`config.mk`:
```
export PLATFORM = sky130hd
export DESIGN_NAME = muldiv_sequencer
export DESIGN_NICKNAME = d
export VERILOG_FILES = /design/src/rtl/muldiv_pkg.sv /design/src/rtl/muldiv_core.sv /design/src/rtl/muldiv_sequencer.sv
export SDC_FILE = /design/constraint.sdc
export NUM_CORES = 1
export LEC_CHECK = 0
export CORE_AREA = 2 2 241 220
export CTS_CLUSTER_DIAMETER = 80
export CTS_CLUSTER_SIZE = 20
export DETAILED_ROUTE_END_ITERATION = 8
export DIE_AREA = 0 0 243 222
export PLACE_DENSITY = 0.53
export SYNTH_ARGS = -nofsm -noshare
export SYNTH_HDL_FRONTEND = slang
export SYNTH_SLANG_ARGS = --single-unit
```
`constraint.sdc`:
```
create_clock -name clk -period 5.58 [get_ports clk]
set_input_delay 1.674 -clock clk [delete_from_list [all_inputs] [get_ports clk]]
set_output_delay 1.674 -clock clk [all_outputs]
set_load 0.01 [all_outputs]
```
`src/rtl/muldiv_pkg.sv`:
```
// Shared encodings for the HI/LO multiply/divide sequencer.
// Holds MdOpE operation codes and the sequencer FSM state codes.
package muldiv_pkg;

    // MdOpE encodings: bit 1 selects divide, bit 0 selects unsigned
    localparam logic [1:0] MD_MULT  = 2'b00;
    localparam logic [1:0] MD_MULTU = 2'b01;
    localparam logic [1:0] MD_DIV   = 2'b10;
    localparam logic [1:0] MD_DIVU  = 2'b11;

    // Sequencer FSM states
    localparam logic [1:0] ST_IDLE = 2'd0;
    localparam logic [1:0] ST_RUN  = 2'd1;
    localparam logic [1:0] ST_DONE = 2'd2;

    function automatic logic isDivOp(input logic [1:0] op);
        return (op == MD_DIV) || (op == MD_DIVU);
    endfunction

    function automatic logic isSignedOp(input logic [1:0] op);
        return (op == MD_MULT) || (op == MD_DIV);
    endfunction

endpackage

```
`src/rtl/muldiv_core.sv`:
```
// One radix-2 iteration of shift-add multiply or restoring divide.
// Ports: isDiv selects the step; aIn/bIn/cIn are the sequencer's working
// registers, aOut/bOut/cOut their values after this iteration.
//   multiply: a = product, b = shifted multiplicand, c = remaining multiplier
//   divide:   a = partial remainder (low W+1 bits), b = divisor, c = quotient
module muldiv_core #(
    parameter int DATA_WIDTH = 32
) (
    input  logic                      isDiv,
    input  logic [2*DATA_WIDTH-1:0]   aIn,
    input  logic [2*DATA_WIDTH-1:0]   bIn,
    input  logic [DATA_WIDTH-1:0]     cIn,
    output logic [2*DATA_WIDTH-1:0]   aOut,
    output logic [2*DATA_WIDTH-1:0]   bOut,
    output logic [DATA_WIDTH-1:0]     cOut
);

    localparam int W = DATA_WIDTH;

    logic [W:0] remShift;
    logic [W:0] remDiff;

    // Partial remainder is always below the divisor, so after the shift it
    // fits in W+1 bits and bit W of the difference is a clean borrow flag.
    assign remShift = {aIn[W-1:0], cIn[W-1]};
    assign remDiff  = remShift - {1'b0, bIn[W-1:0]};

    always_comb begin
        aOut = aIn;
        bOut = bIn;
        cOut = cIn;
        if (isDiv) begin
            if (!remDiff[W]) begin
                aOut = {{(W-1){1'b0}}, remDiff};
                cOut = {cIn[W-2:0], 1'b1};
            end else begin
                aOut = {{(W-1){1'b0}}, remShift};
                cOut = {cIn[W-2:0], 1'b0};
            end
        end else begin
            if (cIn[0]) begin
                aOut = aIn + bIn;
            end
            bOut = bIn << 1;
            cOut = cIn >> 1;
        end
    end

endmodule

```
`src/rtl/muldiv_sequencer.sv`:
```
// Iterative MULT/MULTU/DIV/DIVU controller driving the HI/LO registers.
// Inputs: clk, rst (sync, active high), StartE, MdOpE, SrcAE, SrcBE,
// HiLoReadD. Outputs: StallMD, BusyMD, DoneMD, DivZeroMD, HiOut, LoOut.
// Optional: define MULDIV_EARLY_TERM_EN to end a multiply as soon as the
// remaining multiplier bits are all zero.
module muldiv_sequencer
    import muldiv_pkg::*;
#(
    parameter int DATA_WIDTH = 32,
    parameter int CNT_WIDTH  = $clog2(DATA_WIDTH) + 1
) (
    input  logic                  clk,
    input  logic                  rst,
    input  logic                  StartE,
    input  logic [1:0]            MdOpE,
    input  logic [DATA_WIDTH-1:0] SrcAE,
    input  logic [DATA_WIDTH-1:0] SrcBE,
    input  logic                  HiLoReadD,
    output logic                  StallMD,
    output logic                  BusyMD,
    output logic                  DoneMD,
    output logic                  DivZeroMD,
    output logic [DATA_WIDTH-1:0] HiOut,
    output logic [DATA_WIDTH-1:0] LoOut
);

    localparam int W = DATA_WIDTH;

    logic [1:0]           state;
    logic [CNT_WIDTH-1:0] iterCnt;
    logic [2*W-1:0]       regA;
    logic [2*W-1:0]       regB;
    logic [W-1:0]         regC;
    logic                 opIsDiv;
    logic                 negResult;
    logic                 negDividend;
    logic                 divZero;

    logic [2*W-1:0]       nextA;
    logic [2*W-1:0]       nextB;
    logic [W-1:0]         nextC;

    logic                 startDiv;
    logic                 srcANeg;
    logic                 srcBNeg;
    logic [W-1:0]         absA;
    logic [W-1:0]         absB;
    logic                 lastIter;

    logic [2*W-1:0]       prodFix;
    logic [W-1:0]         quoFix;
    logic [W-1:0]         remRaw;
    logic [W-1:0]         remFix;

    muldiv_core #(
        .DATA_WIDTH (W)
    ) uCore (
        .isDiv (opIsDiv),
        .aIn   (regA),
        .bIn   (regB),
        .cIn   (regC),
        .aOut  (nextA),
        .bOut  (nextB),
        .cOut  (nextC)
    );

    // Operand conditioning: signed ops work on magnitudes
    assign startDiv = isDivOp(MdOpE);
    assign srcANeg  = isSignedOp(MdOpE) & SrcAE[W-1];
    assign srcBNeg  = isSignedOp(MdOpE) & SrcBE[W-1];
    assign absA     = srcANeg ? (-SrcAE) : SrcAE;
    assign absB     = srcBNeg ? (-SrcBE) : SrcBE;

`ifdef MULDIV_EARLY_TERM_EN
    assign lastIter = (iterCnt == CNT_WIDTH'(W - 1)) |
                      (!opIsDiv && (nextC == '0));
`else
    assign lastIter = (iterCnt == CNT_WIDTH'(W - 1));
`endif

    // Sign fix-up applied in DONE
    assign prodFix = negResult ? (-regA) : regA;
    assign quoFix  = negResult ? (-regC) : regC;
    assign remRaw  = regA[W-1:0];
    assign remFix  = negDividend ? (-remRaw) : remRaw;

    assign BusyMD  = (state != ST_IDLE);
    assign StallMD = BusyMD & (StartE | HiLoReadD);

    always_ff @(posedge clk) begin
        if (rst) begin
            state       <= ST_IDLE;
            iterCnt     <= '0;
            regA        <= '0;
            regB        <= '0;
            regC        <= '0;
            opIsDiv     <= 1'b0;
            negResult   <= 1'b0;
            negDividend <= 1'b0;
            divZero     <= 1'b0;
            DoneMD      <= 1'b0;
            DivZeroMD   <= 1'b0;
            HiOut       <= '0;
            LoOut       <= '0;
        end else begin
            DoneMD <= 1'b0;
            unique case (state)
                ST_IDLE: begin
                    if (StartE) begin
                        iterCnt     <= '0;
                        opIsDiv     <= startDiv;
                        negResult   <= srcANeg ^ srcBNeg;
                        negDividend <= srcANeg;
                        if (startDiv && (SrcBE == '0)) begin
                            // Divide by zero skips RUN; DONE writes these
                            // raw values straight to HI/LO.
                            state     <= ST_DONE;
                            divZero   <= 1'b1;
                            DivZeroMD <= 1'b1;
                            regA      <= {{W{1'b0}}, SrcAE};
                            regB      <= '0;
                            regC      <= '1;
                        end else begin
                            state   <= ST_RUN;
                            divZero <= 1'b0;
                            regA    <= '0;
                            if (startDiv) begin
                                DivZeroMD <= 1'b0;
                                regB      <= {{W{1'b0}}, absB};
                                regC      <= absA;
                            end else begin
                                regB <= {{W{1'b0}}, absA};
                                regC <= absB;
                            end
                        end
                    end
                end
                ST_RUN: begin
                    regA    <= nextA;
                    regB    <= nextB;
                    regC    <= nextC;
                    iterCnt <= iterCnt + 1'b1;
                    if (lastIter) begin
                        state <= ST_DONE;
                    end
                end
                ST_DONE: begin
                    state  <= ST_IDLE;
                    DoneMD <= 1'b1;
                    if (divZero) begin
                        HiOut <= regA[W-1:0];
                        LoOut <= regC;
                    end else if (opIsDiv) begin
                        HiOut <= remFix;
                        LoOut <= quoFix;
                    end else begin
                        HiOut <= prodFix[2*W-1:W];
                        LoOut <= prodFix[W-1:0];
                    end
                end
                default: begin
                    state <= ST_IDLE;
                end
            endcase
        end
    end

endmodule

```
==> results of run 1 <==
cell type report:
| class | count | area (um2) |
|---|---|---|
| clock buffers | 23 | 543 |
| repair buffers | 216 | 2000 |
| flip-flops and latches | 238 | 4770 |
| multi-input cells | 2248 | 14500 |
| inverters | 84 | 315 |
| fillers | 5258 | 28000 |
| well taps | 688 | 861 |
| clock inverters | 13 | 245 |
Yosys cell counts, types with 12 or more instances:
master,count
nand2_1,291
a21oi_1,276
nor2_1,248
dfxtp_1,238
o21ai_0,228
clkbuf_1,178
xnor2_1,130
ha_1,101
inv_1,82
xor2_1,75
a211oi_1,67
a21o_1,63
nor3_1,57
mux2i_1,51
a221oi_1,50
o211ai_1,46
nand3_1,39
a22oi_1,37
a31oi_1,37
o31ai_1,36
or3_1,33
o221ai_1,30
nand2b_1,26
nand4_1,26
buf_1,25
or4_1,22
o21a_1,20
nor2b_1,19
a32oi_1,17
o21bai_1,17
and2_1,14
mux2_2,12
o22ai_1,12
kinds of logic after synthesis:
family                   count (synthesis)  share of synthesized area, %
AO/OA/AOI/OAI                         1043                          33.3
AND/OR/NAND/NOR                        833                          19.1
flip-flops                             238                          23.4
adder cells (fa/ha/maj)                103                          6.40
XOR/XNOR                               205                          8.81
multiplexers                            64                          3.28
buffers and inverters                  302                          5.75
stage by stage:
stage | cells | util (%) | worst slack [ns] | power, uW
final | 3510 | 45.4 | 0.667 | 6890
after CTS | 3510 | 45.4 | 0.727 | 6840
after global placement | 3474 | 43.8 | 0.586 | 5090
after floorplan | 2788 | - | 1.18 | 4020
after global routing | 3510 | 45.4 | 0.265 | 7230
after detailed placement | 3474 | 43.8 | 0.504 | 5090
layout by cell type, fill, tap and decap left out, types with 11 or more instances in the layout:
cell / Yosys / final
ha_1: 101 / 101
a22oi_1: 37 / 37
nand2_1: 291 / 291
clkbuf_16: 0 / 21
nor3_1: 57 / 57
o211ai_1: 46 / 46
a32oi_1: 17 / 17
dfxtp_1: 238 / 235
o21bai_1: 17 / 17
and2_1: 14 / 14
xor2_1: 75 / 75
o31ai_1: 36 / 35
o22ai_1: 12 / 12
nor4_1: 11 / 11
a21oi_1: 276 / 276
buf_4: 1 / 76
mux2_2: 12 / 12
inv_1: 82 / 81
a221oi_1: 50 / 50
or3_1: 33 / 33
nor2_1: 248 / 244
a21o_1: 63 / 63
nand2b_1: 26 / 25
a311oi_1: 11 / 11
clkdlybuf4s50_1: 0 / 135
a31oi_1: 37 / 37
xnor2_1: 130 / 130
o21a_1: 20 / 20
mux2i_1: 51 / 51
nand3_1: 39 / 39
o221ai_1: 30 / 30
a211oi_1: 67 / 67
and3_1: 11 / 11
nand4_1: 26 / 26
or4_1: 22 / 22
nor2b_1: 19 / 17
o21ai_0: 228 / 228
registers in the layout (all words and copies together) (netlist names):
register	flops
regC	32
regB	64
DivZeroMD	1
regA	64
DoneMD	1
LoOut	32
HiOut	32
opIsDiv	1
negDividend	1
negResult	1
divZero	1
iterCnt	6
state	2
layer usage:
metal  vias up  GRT usage, %  share of wire, %
li1      10300             -                 -
met1     10500          45.1                46
met2       935          46.3                42
met3       116          5.56               8.7
met4         0          9.70               3.6
met5         -             0                 0
worst paths after layout:
| check | start | to | slack [ns] | depth (start not counted) |
|---|---|---|---|---|
| max | regB[2]$_SDFFE_PP0P_ | regA[5]$_SDFFE_PP0P_ | 0.67 | 21 |
| min | LoOut[16]$_SDFFE_PP0P_ | LoOut[16]$_SDFFE_PP0P_ | 0.45 | 2 |
| max reg2reg | regB[2]$_SDFFE_PP0P_ | regA[5]$_SDFFE_PP0P_ | 0.67 | 21 |
| min reg2reg | LoOut[16]$_SDFFE_PP0P_ | LoOut[16]$_SDFFE_PP0P_ | 0.45 | 2 |
power groups by stage:
stage          Sequential (uW)  Combinational (uW)  Clock (uW)
2_1_floorplan             1990                2030           0
3_3_place_gp              2100                2980           0
3_5_place_dp              2100                2990           0
4_1_cts                   2060                3000        1770
5_1_grt                   2090                3310        1830
6_report                  2080                3070        1740
worst max-delay path, cell delays in order, from the launching register on:
cell	delay, ns
dfxtp_1	0.39
inv_1	0.10
ha_1	0.32
nor2b_1	0.18
o31ai_1	0.40
o21ai_0	0.18
a21oi_1	0.29
o31a_1	0.33
o41ai_1	0.11
buf_4	0.16
a211o_1	0.25
o211ai_1	0.15
nand2b_1	0.09
a211oi_1	0.24
nor2_1	0.08
ha_1	0.37
buf_12	0.20
mux2_2	0.35
nand2_1	0.06
o21ai_0	0.13
a221oi_1	0.29
a211oi_1	0.08
==> results.json, run 1 <==
{
  "cts_sinks": 238,
  "status": "completed",
  "place_hpwl_um": 66700,
  "vias": 21800,
  "cts_tree": "built",
  "whs_ns": 0.454,
  "yosys.area.top_type": "dfxtp_1",
  "max_slew_margin_pct": 33.3,
  "gp_congestion": 0.921,
  "seqPwrFrac_pct": 30.2,
  "initialDrtViolationCount": 2264,
  "clk_pin_slew_ns": 0.09,
  "drive_gt1_share_pct": 6.41,
  "ir_worst_vdd_uv": 228,
  "slew_viol_final": 0,
  "min_path_type": "flip-flop to flip-flop",
  "cap_violations": 0,
  "synth_nets": 2961,
  "worstSetupPathType": "flip-flop to flip-flop",
  "dieArea_um2": 53900,
  "p_int_uw": 3910,
  "cts_hold_buffers": 0,
  "grtUsageTotal_pct": 31.1,
  "syn_area_per_cell_um2": 7.31,
  "finClkSkew_ns": 0.0288,
  "startpoint_type": "flip-flop",
  "synth-warning-count": 0,
  "die_h_um": 222,
  "root_buffer": "clkbuf_16",
  "synth_edf_count": 0,
  "rsz0062_at_grt": "no",
  "htree_levels": 1,
  "p_leak_uw": 0.00870,
  "setup-violations-final": 0,
  "crit_required_ns": 6.00,
  "power.combinational.fraction_pct": 44.5,
  "start_util_pct": 39.8,
  "synth_area_leaders": "dfxtp_1 23%, a21oi_1 6.8%, ha_1 6.2%",
  "die_w_um": 243,
  "cts_setup_buffers": 0,
  "cts_resized": 0,
  "dr.pass1.iters": 5,
  "numCtsBuffers": 21,
  "core_um2": 51200,
  "ys_seq_elements": 238,
  "final_nets": 2982,
  "area_growth_pct": 14.0,
  "tightest_slew_ns": 0.992,
  "antenna_found_initial": 1,
  "ys_seq_area_share_pct": 23.4,
  "routed_wl_um": 87100,
  "clkPwrFrac_pct": 25.3,
  "grt_pass1_wl_um": 129000,
  "num_rows": 79,
  "p_switching_uw": 2980,
  "synth.cell_area_um2": 20400,
  "final_area_um2": 23200,
  "insertion_delay_ns": 0.56,
  "wire_per_inst_um": 24.8,
  "io_buffers": 137,
  "clockBufferDepth": 3,
  "synth_ff_type": "dfxtp_1",
  "power_density_nw_per_um2": 296,
  "io_pins": 138,
  "switching_share_pct": 43.3,
  "finalCriticalPeriod_ns": 4.91,
  "synth.top_cell.area_share_pct": 23.4,
  "antennaDiodeCount": 0,
  "setup_tns_ns": 0,
  "synth.distinct_cells": 86,
  "vias_per_cell": 6.22,
  "async_flop_share_pct": 0,
  "finalHoldViolCount": 0,
  "crit_fanout": 19,
  "min_period_over_period_pct": 88.0,
  "fmax_ghz": 0.204,
  "grt_max_degree": 84,
  "grt_pass1_vias": 19900,
  "drcViolationCount": 0,
  "globalRouteOverflowTotal": 0,
  "arrival_ns": 5.33,
  "antenna_left": 0,
  "synth_cells": 2788,
  "place_area_um2": 22400,
  "endpoint_kind": "flip-flop"
}
Note: power is estimated with default switching activity, not from simulation.
==> inputs of run 2 (changes only) <==
Settings changed: CORE_AREA 2 2 241 220 to 2 2 256 233, DIE_AREA 0 0 243 222 to 0 0 258 235, SETUP_SLACK_MARGIN from default to 0.1, SYNTH_HIERARCHICAL from default to 1.
==> results.json, run 2 <==
{
  "status": "completed",
  "synth_edf_count": 0,
  "path_buf_inv": 2,
  "synth.cell_area_um2": 23000,
  "antenna_left": 0,
  "ys_seq_area_share_pct": 20.8,
  "crit_start": "regC[31]$_SDFFE_PP0P_",
  "max_slew_margin_pct": 24.1,
  "root_buffer": "clkbuf_16",
  "async_flop_share_pct": 0,
  "yosys.area.top_type": "dfxtp_1",
  "slew_viol_final": 0,
  "cts_tree": "built",
  "gp_congestion": 0.958,
  "min_path_type": "flip-flop to flip-flop",
  "cp_cell_sequence": "inv_1 > ha_1 > fa_1 > nor2b_1 > o21ai_1 > a21boi_1 > o211ai_1 > a21oi_1 > o21ai_1 > a2111oi_0 > buf_4 > o41ai_1 > o21ai_0 > ha_1 > nand2b_1 > o22ai_1 > a31oi_1 > a21oi_1 > nor3_1",
  "wire_per_inst_um": 25.8,
  "setup-violations-final": 0,
  "layout_common_cells": "410 x nor2_1, 288 x a21oi_1, 277 x nand2_1",
  "start_util_pct": 39.6,
  "synth_ff_type": "dfxtp_1",
  "vias_per_cell": 6.37,
  "synth_area_leaders": "dfxtp_1 21%, nor2_1 6.8%, a21oi_1 6.3%",
  "layout_setup_ws_ns": 0.558,
  "postLayoutCoreUtil_pct": 44.9,
  "power_density_nw_per_um2": 348,
  "grtUsageTotal_pct": 32.9,
  "synth.top_cell.area_share_pct": 20.8,
  "rsz0062_at_grt": "no",
  "place_area_um2": 25100,
  "cp_slowest_stage_delay_ns": 0.62,
  "startpoint_type": "flip-flop",
  "r2r_setup_slack_ns": 0.56,
  "drcViolationCount": 0,
  "cp_slowest_cell": "a2111oi_0",
  "crit_required_ns": 6.08,
  "ir_worst_vdd_uv": 233,
  "place_hpwl_um": 78400,
  "grt_pass1_wl_um": 154000,
  "endpoint_kind": "flip-flop",
  "finalCriticalPeriod_ns": 5.02,
  "dieArea_um2": 60600,
  "setup_tns_ns": 0,
  "whs_ns": 0.445,
  "synthTopCellsByCount": "413 x nor2_1, 288 x a21oi_1, 279 x nand2_1, 238 x dfxtp_1, 221 x o21ai_0",
  "final_area_um2": 26000,
  "num_rows": 84,
  "hp-start": "HiOut[10]$_SDFFE_PP0P_",
  "synth_nets": 3392,
  "core_um2": 57900,
  "p_leak_uw": 0.0100,
  "regArea_um2": 4770,
  "globalRouteOverflowTotal": 0,
  "area_growth_pct": 13.2,
  "io_pins": 138,
  "cap_violations": 0,
  "tightest_slew_ns": 1.14,
  "die_w_um": 258,
  "numCtsBuffers": 24,
  "cts_sinks": 238,
  "largestRegisters": "regA (64), regB (64)",
  "initialDrtViolationCount": 2698,
  "reg2reg_from": "regC[31]$_SDFFE_PP0P_",
  "fillers": 6027,
  "cts_setup_buffers": 0,
  "dr.pass1.iters": 6,
  "dp_slack_ns": 0.572,
  "final_nets": 3397,
  "synth_cells": 3219,
  "path_delay_family": "compound AO/OA/AOI/OAI gates",
  "synth.distinct_cells": 100,
  "grt_max_degree": 143,
  "cts_hold_buffers": 0,
  "vias": 25600,
  "insertion_delay_ns": 0.60,
  "drive_gt1_share_pct": 8.98,
  "io_buffers": 137,
  "syn_area_per_cell_um2": 7.13,
  "multi_input_area_um2": 16900,
  "routed_wl_um": 104000,
  "htree_levels": 1,
  "worstSetupPathType": "flip-flop to flip-flop",
  "clockBufferDepth": 3,
  "crit_fanout": 7,
  "finClkSkew_ns": 0.0301,
  "fmax_ghz": 0.199,
  "arrival_ns": 5.52,
  "final_common_cell": "nor2_1",
  "synth.most_common_cell": "nor2_1",
  "antenna_found_initial": 2,
  "ys_seq_elements": 238,
  "die_h_um": 235,
  "finalHoldViolCount": 0,
  "clk_pin_slew_ns": 0.09,
  "min_period_over_period_pct": 90.0,
  "cts_resized": 0,
  "grt_pass1_vias": 23300,
  "synth-warning-count": 6
}
-- run 2: cell types whose count changed after synthesis, moves of 18 or more --
cell	previous run	this run
a221oi_1	50	23
a22oi_1	37	81
clkbuf_1	178	208
mux2_2	12	82
nor2_1	248	413
nor2b_1	19	41
nor3_1	57	92
nor4_1	11	29
o211ai_1	46	16
o221ai_1	30	8
xnor2_1	130	100
-- run 2: layout make-up --
cell class	instances	area share, %
multi-input combinational	2637	65.0
sequential	238	18.4
timing repair buffer	233	8.28
tap	774	3.73
clock buffer	25	2.36
inverter	90	1.30
clock inverter	19	0.939
antenna	2	0.0193
-- run 2: worst paths after layout --
| kind | depth (start not counted) | end |
|---|---|---|
| hold reg to reg | 2 | HiOut[10]$_SDFFE_PP0P_ |
| setup reg to reg | 19 | regA[22]$_SDFFE_PP0P_ |
| setup / recovery | 19 | regA[22]$_SDFFE_PP0P_ |
| hold / removal | 2 | HiOut[10]$_SDFFE_PP0P_ |
-- run 2: per-layer routing --
layer | vias to the layer above | routed length [um] | global-route usage, %
li1 | 11800 | - | -
met1 | 12400 | 48800 | 49.8
met2 | 1194 | 41600 | 46.5
met3 | 163 | 9420 | 5.74
met4 | 0 | 3760 | 10.2
met5 | - | 0 | 0
-- run 2: logic make-up (layout without fill, tap and decap cells) --
kind of cell	count (synthesis)	in the layout	share of synthesized area, %
AOI/OAI and AO/OA	1090	1090	31.1
xor gates and xnor gates	185	185	7.06
and+or+nand+nor	1118	1118	23.0
other	0	2	0
muxes	141	141	6.67
adders and majority gates	103	103	5.68
buffers and inverters	344	367	5.81
DFF	238	238	20.8
-- run 2: per-stage QoR --
stage	std cells	power (uW)
2_1_floorplan	3219	5400
3_3_place_gp	3972	7040
3_5_place_dp	3972	7060
4_1_cts	4016	8930
5_1_grt	4018	9550
6_report	4018	9050
-- run 2: power by group --
part	total (uW)	switching, uW	internal [uW]
sequential	2260	375	1890
clock	1850	944	910
combinational	4930	3140	1790
total	9050	4460	4590
-- run 2: tightest hold or removal path, delay by kind of cell, from the launching register on --
family,cells,cell delay (ns)
flops,1,0.32
simple gates,2,0.09
